--- src/rtl/sdram_rd_uart_tx_pkg.sv ---
// Shared types and UART frame constants for the
// SDRAM read-back path (transmitter and receiver).
package sdram_rd_uart_tx_pkg;

  typedef enum logic [2:0] {
    IDLE  = 3'd0,
    FETCH = 3'd1,
    LOAD  = 3'd2,
    SEND  = 3'd3,
    DONE  = 3'd4
  } tx_state_e;

  localparam int   FRAME_BITS = 10;
  localparam logic START_BIT  = 1'b0;
  localparam logic STOP_BIT   = 1'b1;

  function automatic int baud_max(
    input int clk_freq,
    input int bps
  );
    return clk_freq / bps;
  endfunction

endpackage

--- src/rtl/sdram_rd_uart_tx_if.sv ---
// Read-FIFO bus between the SDRAM read side
// and the UART transmitter.
interface sdram_rd_uart_tx_if;

  logic       fifo_empty;
  logic [7:0] fifo_rd_data;
  logic       fifo_rd_en;

  modport master (
    input  fifo_empty,
    input  fifo_rd_data,
    output fifo_rd_en
  );

  modport slave (
    output fifo_empty,
    output fifo_rd_data,
    input  fifo_rd_en
  );

endinterface

--- src/rtl/uart_baud_cnt.sv ---
// Bit-period counter: counts 0..BAUD_MAX-1 while
// clr is low and flags the last clock of each bit.
module uart_baud_cnt #(
  parameter int BAUD_MAX = 52
) (
  input  logic clk,
  input  logic rst_n,
  input  logic clr,
  output logic bit_end
);

  localparam int W = $clog2(BAUD_MAX);
  localparam logic [W-1:0] LAST = W'(BAUD_MAX - 1);

  logic [W-1:0] cnt;

  always_ff @(posedge clk or negedge rst_n) begin
    if (!rst_n) begin
      cnt <= '0;
    end else if (clr || cnt == LAST) begin
      cnt <= '0;
    end else begin
      cnt <= cnt + 1'b1;
    end
  end

  assign bit_end = !clr && cnt == LAST;

endmodule

--- src/rtl/sdram_rd_uart_tx.sv ---
// Drains DATA_NUM bytes from the read FIFO per start
// request and sends them on tx as 8N1 frames.
module sdram_rd_uart_tx
  import sdram_rd_uart_tx_pkg::*;
#(
  parameter int CLK_FREQ = 50_000_000,
  parameter int UART_BPS = 9600,
  parameter int DATA_NUM = 10
) (
  input  logic               sys_clk,
  input  logic               sys_rst_n,
  input  logic               start,
  sdram_rd_uart_tx_if.master fifo,
  output logic               tx,
  output logic               busy,
  output logic               done
);

  localparam int BAUD_MAX =
    baud_max(CLK_FREQ, UART_BPS);
  localparam logic [9:0] LAST_BYTE =
    10'(DATA_NUM - 1);
  localparam logic [3:0] LAST_BIT =
    4'(FRAME_BITS - 1);

  tx_state_e  state;
  tx_state_e  state_nxt;
  logic [3:0] bit_cnt;
  logic [9:0] byte_cnt;
  logic [7:0] shift;
  logic       baud_clr;
  logic       bit_end;
  logic       frame_end;
  logic       last_byte;

  assign baud_clr  = state != SEND;
  assign frame_end = bit_end && bit_cnt == LAST_BIT;
  assign last_byte = byte_cnt == LAST_BYTE;

  uart_baud_cnt #(
    .BAUD_MAX (BAUD_MAX)
  ) u_baud (
    .clk     (sys_clk),
    .rst_n   (sys_rst_n),
    .clr     (baud_clr),
    .bit_end (bit_end)
  );

  always_ff @(posedge sys_clk or negedge sys_rst_n) begin
    if (!sys_rst_n) begin
      state <= IDLE;
    end else begin
      state <= state_nxt;
    end
  end

  always_comb begin
    state_nxt = state;
    case (state)
      IDLE:  if (start) state_nxt = FETCH;
      FETCH: if (!fifo.fifo_empty) state_nxt = LOAD;
      LOAD:  state_nxt = SEND;
      SEND:  if (frame_end) begin
        state_nxt = last_byte ? DONE : FETCH;
      end
      DONE:  state_nxt = IDLE;
      default: state_nxt = IDLE;
    endcase
  end

  always_comb begin
    fifo.fifo_rd_en = state == FETCH && !fifo.fifo_empty;
    busy            = state != IDLE;
    done            = state == DONE;
  end

  // tx is loaded one bit ahead so the pin changes on
  // the first clock of each bit period.
  always_ff @(posedge sys_clk or negedge sys_rst_n) begin
    if (!sys_rst_n) begin
      byte_cnt <= '0;
      bit_cnt  <= '0;
      shift    <= 8'hFF;
      tx       <= 1'b1;
    end else begin
      case (state)
        IDLE: begin
          tx <= 1'b1;
          if (start) byte_cnt <= '0;
        end
        LOAD: begin
          shift   <= fifo.fifo_rd_data;
          bit_cnt <= '0;
          tx      <= START_BIT;
        end
        SEND: begin
          if (frame_end) begin
            bit_cnt <= '0;
            tx      <= 1'b1;
            if (!last_byte) byte_cnt <= byte_cnt + 10'd1;
          end else if (bit_end) begin
            bit_cnt <= bit_cnt + 4'd1;
            tx <= (bit_cnt == 4'd8) ? STOP_BIT
                                    : shift[bit_cnt[2:0]];
          end
        end
        default: tx <= 1'b1;
      endcase
    end
  end

endmodule
--- src/flat_wrapper.sv ---
// flat-port wrapper written by rule: the top's interface ports become plain ports
module sdram_rd_uart_tx_flat import sdram_rd_uart_tx_pkg::*;
#(
  parameter int CLK_FREQ = 50_000_000,
  parameter int UART_BPS = 9600,
  parameter int DATA_NUM = 10
)
  (sys_clk, sys_rst_n, start, tx, busy, done, fifo_fifo_empty, fifo_fifo_rd_data, fifo_fifo_rd_en);
  sdram_rd_uart_tx_if fifo_i ();
  input  logic sys_clk;
  input  logic sys_rst_n;
  input  logic start;
  output logic tx;
  output logic busy;
  output logic done;
  input wire logic [$bits(fifo_i.fifo_empty)-1:0] fifo_fifo_empty;
  input wire logic [$bits(fifo_i.fifo_rd_data)-1:0] fifo_fifo_rd_data;
  output wire logic [$bits(fifo_i.fifo_rd_en)-1:0] fifo_fifo_rd_en;
  assign fifo_i.fifo_empty = fifo_fifo_empty;
  assign fifo_i.fifo_rd_data = fifo_fifo_rd_data;
  assign fifo_fifo_rd_en = fifo_i.fifo_rd_en;
  sdram_rd_uart_tx #(.CLK_FREQ(CLK_FREQ), .UART_BPS(UART_BPS), .DATA_NUM(DATA_NUM)) u_core (.sys_clk(sys_clk), .sys_rst_n(sys_rst_n), .start(start), .fifo(fifo_i), .tx(tx), .busy(busy), .done(done));
endmodule
--- config.mk ---
export PLATFORM = sky130hd
export DESIGN_NAME = sdram_rd_uart_tx_flat
export DESIGN_NICKNAME = d
export VERILOG_FILES = /design/src/rtl/sdram_rd_uart_tx_pkg.sv /design/src/rtl/sdram_rd_uart_tx_if.sv /design/src/rtl/uart_baud_cnt.sv /design/src/rtl/sdram_rd_uart_tx.sv /design/src/flat_wrapper.sv
export SDC_FILE = /design/constraint.sdc
export NUM_CORES = 1
export LEC_CHECK = 0
export CAP_MARGIN = 20
export CORE_MARGIN = 5
export CORE_UTILIZATION = 35
export CTS_CLUSTER_SIZE = 8
export DETAILED_ROUTE_END_ITERATION = 6
export PLACE_DENSITY = 0.57
export SYNTH_ARGS = -nofsm -noshare
export SYNTH_HDL_FRONTEND = slang
export SYNTH_HIERARCHICAL = 1
export SYNTH_SLANG_ARGS = --single-unit
export TNS_END_PERCENT = 5
--- constraint.sdc ---
create_clock -name sys_clk -period 2.6 [get_ports sys_clk]
set_clock_uncertainty 0.05 [all_clocks]
set_input_delay 0.26 -clock sys_clk [delete_from_list [all_inputs] [get_ports sys_clk]]
set_output_delay 0.26 -clock sys_clk [all_outputs]
set_load 0.005 [all_outputs]
==> metrics <==
syn nets 232; total grt overflow 0; mean post-synth cell area 10.3 sq um; Final #Nets 250; clk_lat worst skew 290 ps; Max Slew Vio Count 0; Synth area leader dfrtp_1; CP delay by family, top simple AND/OR/NAND/NOR gates; Synth Register Bits 39; Peak VDD IR 378 uV; CP Cell Sequence nor4b_1 > nand3_1 > nor2_1 > and4b_2 > a21boi_4 > or4_1 > a21boi_1; Synth area leaders dfrtp_1, dfstp_2, mux2_2; Worst setup EP type flop; top cell type's share of synthesized area 34.0%; drt drc 0; top cells by count, synth dfrtp_1, nand2_1, nor2_1, o21ai_0, o31ai_1; number of fill cells in the layout 631; FF-to-FF setup slack 230 ps; vias in the first global route 1689; reg-to-reg critical path endpoint u_core/byte_cnt[8]; period utilization between 90 and 100%; dpl ws 235 ps; clock-pin slew on the worst setup and hold paths 80 ps; Slowest-stage cell, CP or4_1; CP bufs+invs 0; vias 1721; Worst Hold Class in2async; DRT iter0 DRCs 81; I/O Buffers 15; die area 0.00799 sq mm; DR WL met3 148 microns; Main synth FF type dfrtp_1; synthesized area ~0.0022 sq mm; Avg WL per Cell 14.4 microns; Routed Wire Length 4.45 mm; Slew @ Worst Pin just under 900 ps; Crit path arrival time 2530 ps; placed cell count around 300; setup violators final 0; Final Hold Viols 0; Non-Filler Instances 310; TritonCTS buffer count 5; Post-synth EDFFs 0; crit path time final 2370 ps; clk buf depth 2; RSZ-0062 raised after global routing no; uppermost layer routed met4; Startpoint Class flop; CTS H-tree depth 2; post-CTS setup buffers 0; Final WS setup 233 ps; CTS sink cnt 39; final hold slack 31.2 ps; Setup CP Type reg2reg; Finished Core Util 40.8%; Netlist cell types 56; Post-synth ARST share 100%; routed wire length on met2 2.07 mm; routed vias/inst 5.55; core area 0.00624 sq mm; most common cell in the synthesized netlist dfrtp_1; area grow syn2layout 15.2%; TritonRoute pass-1 iters 4; Ys Warns 6; worst-path maximum fanout 12; pwr dens 627 mW/mm^2; Die Ht between 80 and 90 microns; status finished, final reports clean; GPL Wtd Cong 0.809; CTS tree done; Initial Utilization a little over a third; max-cap viol count 0; Setup TNS Final 0 ps; sequential area share after synthesis between 40% and 50%; hold buffer count at cts 0; antenna diode count 0; CTS resizes 0; Leak 0.991 nW; Final ANT Viol Nets 0; ratio of cells with drive above 1 in the final layout 21.5%; antenna violations before repair 0; fmax roughly 0.42 GHz; worst r2r path cells 7; CP max stage delay 510 ps; hpwl dp between 3 and 4 mm; root buf cell clkbuf_8; num rows 29; DIE WIDTH 89.4 microns; Syn Inst Count 214; IO Pins 16; GRT Total Usage between 10% and 20%; global-route wire length before repair 7.86 mm; RR Startpoint u_core/u_baud/cnt[9]; Req. time, crit path 2760 ps; largest net degree at the start of global routing 40; Rel. slew slack 41.9%; Post-Route M1 WL 2.19 mm
[final cells by class]
cell class              count  area [sq um]  share of cell area (%)
clock inverters             2          13.8                   0.541
well taps                  77          96.3                    3.79
flip-flops and latches     39           987                    38.8
multi-input cells         155          1120                    44.2
repair buffers             21           190                    7.48
inverters                  10          37.5                    1.48
clock buffers               6          93.8                    3.69
[cell families after synthesis]
kind of cell	synth area share [%]
mux	7.09
compound gates	16.2
xor+xnor	1.19
fa+ha+maj	3.40
flops	44.7
buf+inv	4.31
simple gates	23.1
[sequential cells by signal (all words and copies together), names as in the netlist]
signal and cells:
u_core/bit_cnt 4, u_core/byte_cnt 10, u_core/tx 1, u_core/u_baud/cnt 13
u_core/state 3, u_core/shift 8
[per-layer routing]
| metal | up-vias | global-route usage [%] |
|---|---|---|
| met5 | - | 0 |
| met4 | 0 | 4.47 |
| met3 | 5 | 2.95 |
| met2 | 21 | 19.1 |
| met1 | 848 | 17.2 |
| li1 | 847 | - |
[where the power goes]
group          switching (mW)  total (mW)  leakage, nW  internal, mW
Sequential              0.118       0.858        0.472         0.739
Combinational           0.119       0.267        0.464         0.148
Clock                   0.223       0.471       0.0563         0.247
Total                   0.461        1.60        0.991          1.13
[placed cells by master (no fill, tap or decap), drive strengths merged, types with 2 or more instances in the layout]
cell / synthesis / final
dfrtp: 30 / 30
o21ai: 15 / 15
clkdlybuf4s50: 0 / 14
nor2: 12 / 12
nand2: 12 / 12
o31ai: 11 / 11
a21oi: 11 / 11
nand3: 10 / 10
inv: 10 / 10
mux2: 9 / 9
dfstp: 9 / 9
buf: 5 / 7
ha: 6 / 6
clkbuf: 5 / 6
nand4: 6 / 6
nor3: 5 / 5
or3: 5 / 5
or4: 5 / 5
nor4: 4 / 4
nor3b: 3 / 3
nor2b: 3 / 3
o22ai: 3 / 3
a22o: 3 / 3
and3: 2 / 2
nor4b: 2 / 2
and4: 2 / 2
o41ai: 2 / 2
a211oi: 2 / 2
mux4: 2 / 2
xor2: 2 / 2
clkinv: 0 / 2
and4b: 2 / 2
a21boi: 2 / 2
[worst register-to-register path, delay by kind of cell, from the launching register on]
| family | cells | cell delay, ps |
|---|---|---|
| simple gates | 5 | 1550 |
| flops | 1 | 430 |
| compound gates | 2 | 270 |
[worst max-delay path by stage]
| stage | start | end | slack [ps] | cells after the start |
|---|---|---|---|---|
| 4_1_cts | u_core/u_baud/cnt[7] | u_core/byte_cnt[8] | 210 | 7 |
| 3_3_place_gp | start | u_core/byte_cnt[8] | 290 | 5 |
| 3_5_place_dp | u_core/u_baud/cnt[7] | u_core/byte_cnt[8] | 240 | 7 |
| 2_1_floorplan | u_core/u_baud/cnt[0] | u_core/byte_cnt[6] | 250 | 10 |
| 5_1_grt | u_core/u_baud/cnt[7] | u_core/byte_cnt[8] | 70 | 7 |
| 6_report | u_core/u_baud/cnt[9] | u_core/byte_cnt[8] | 230 | 7 |
[through the flow]
step                      area, sq um  total power [mW]
after floorplan                  2210              1.04
after global placement           2440              1.13
after detailed placement         2440              1.14
after CTS                        2540              1.62
after global routing             2540              1.71
final                            2540              1.60
Note: power is estimated with default switching activity, not from simulation.
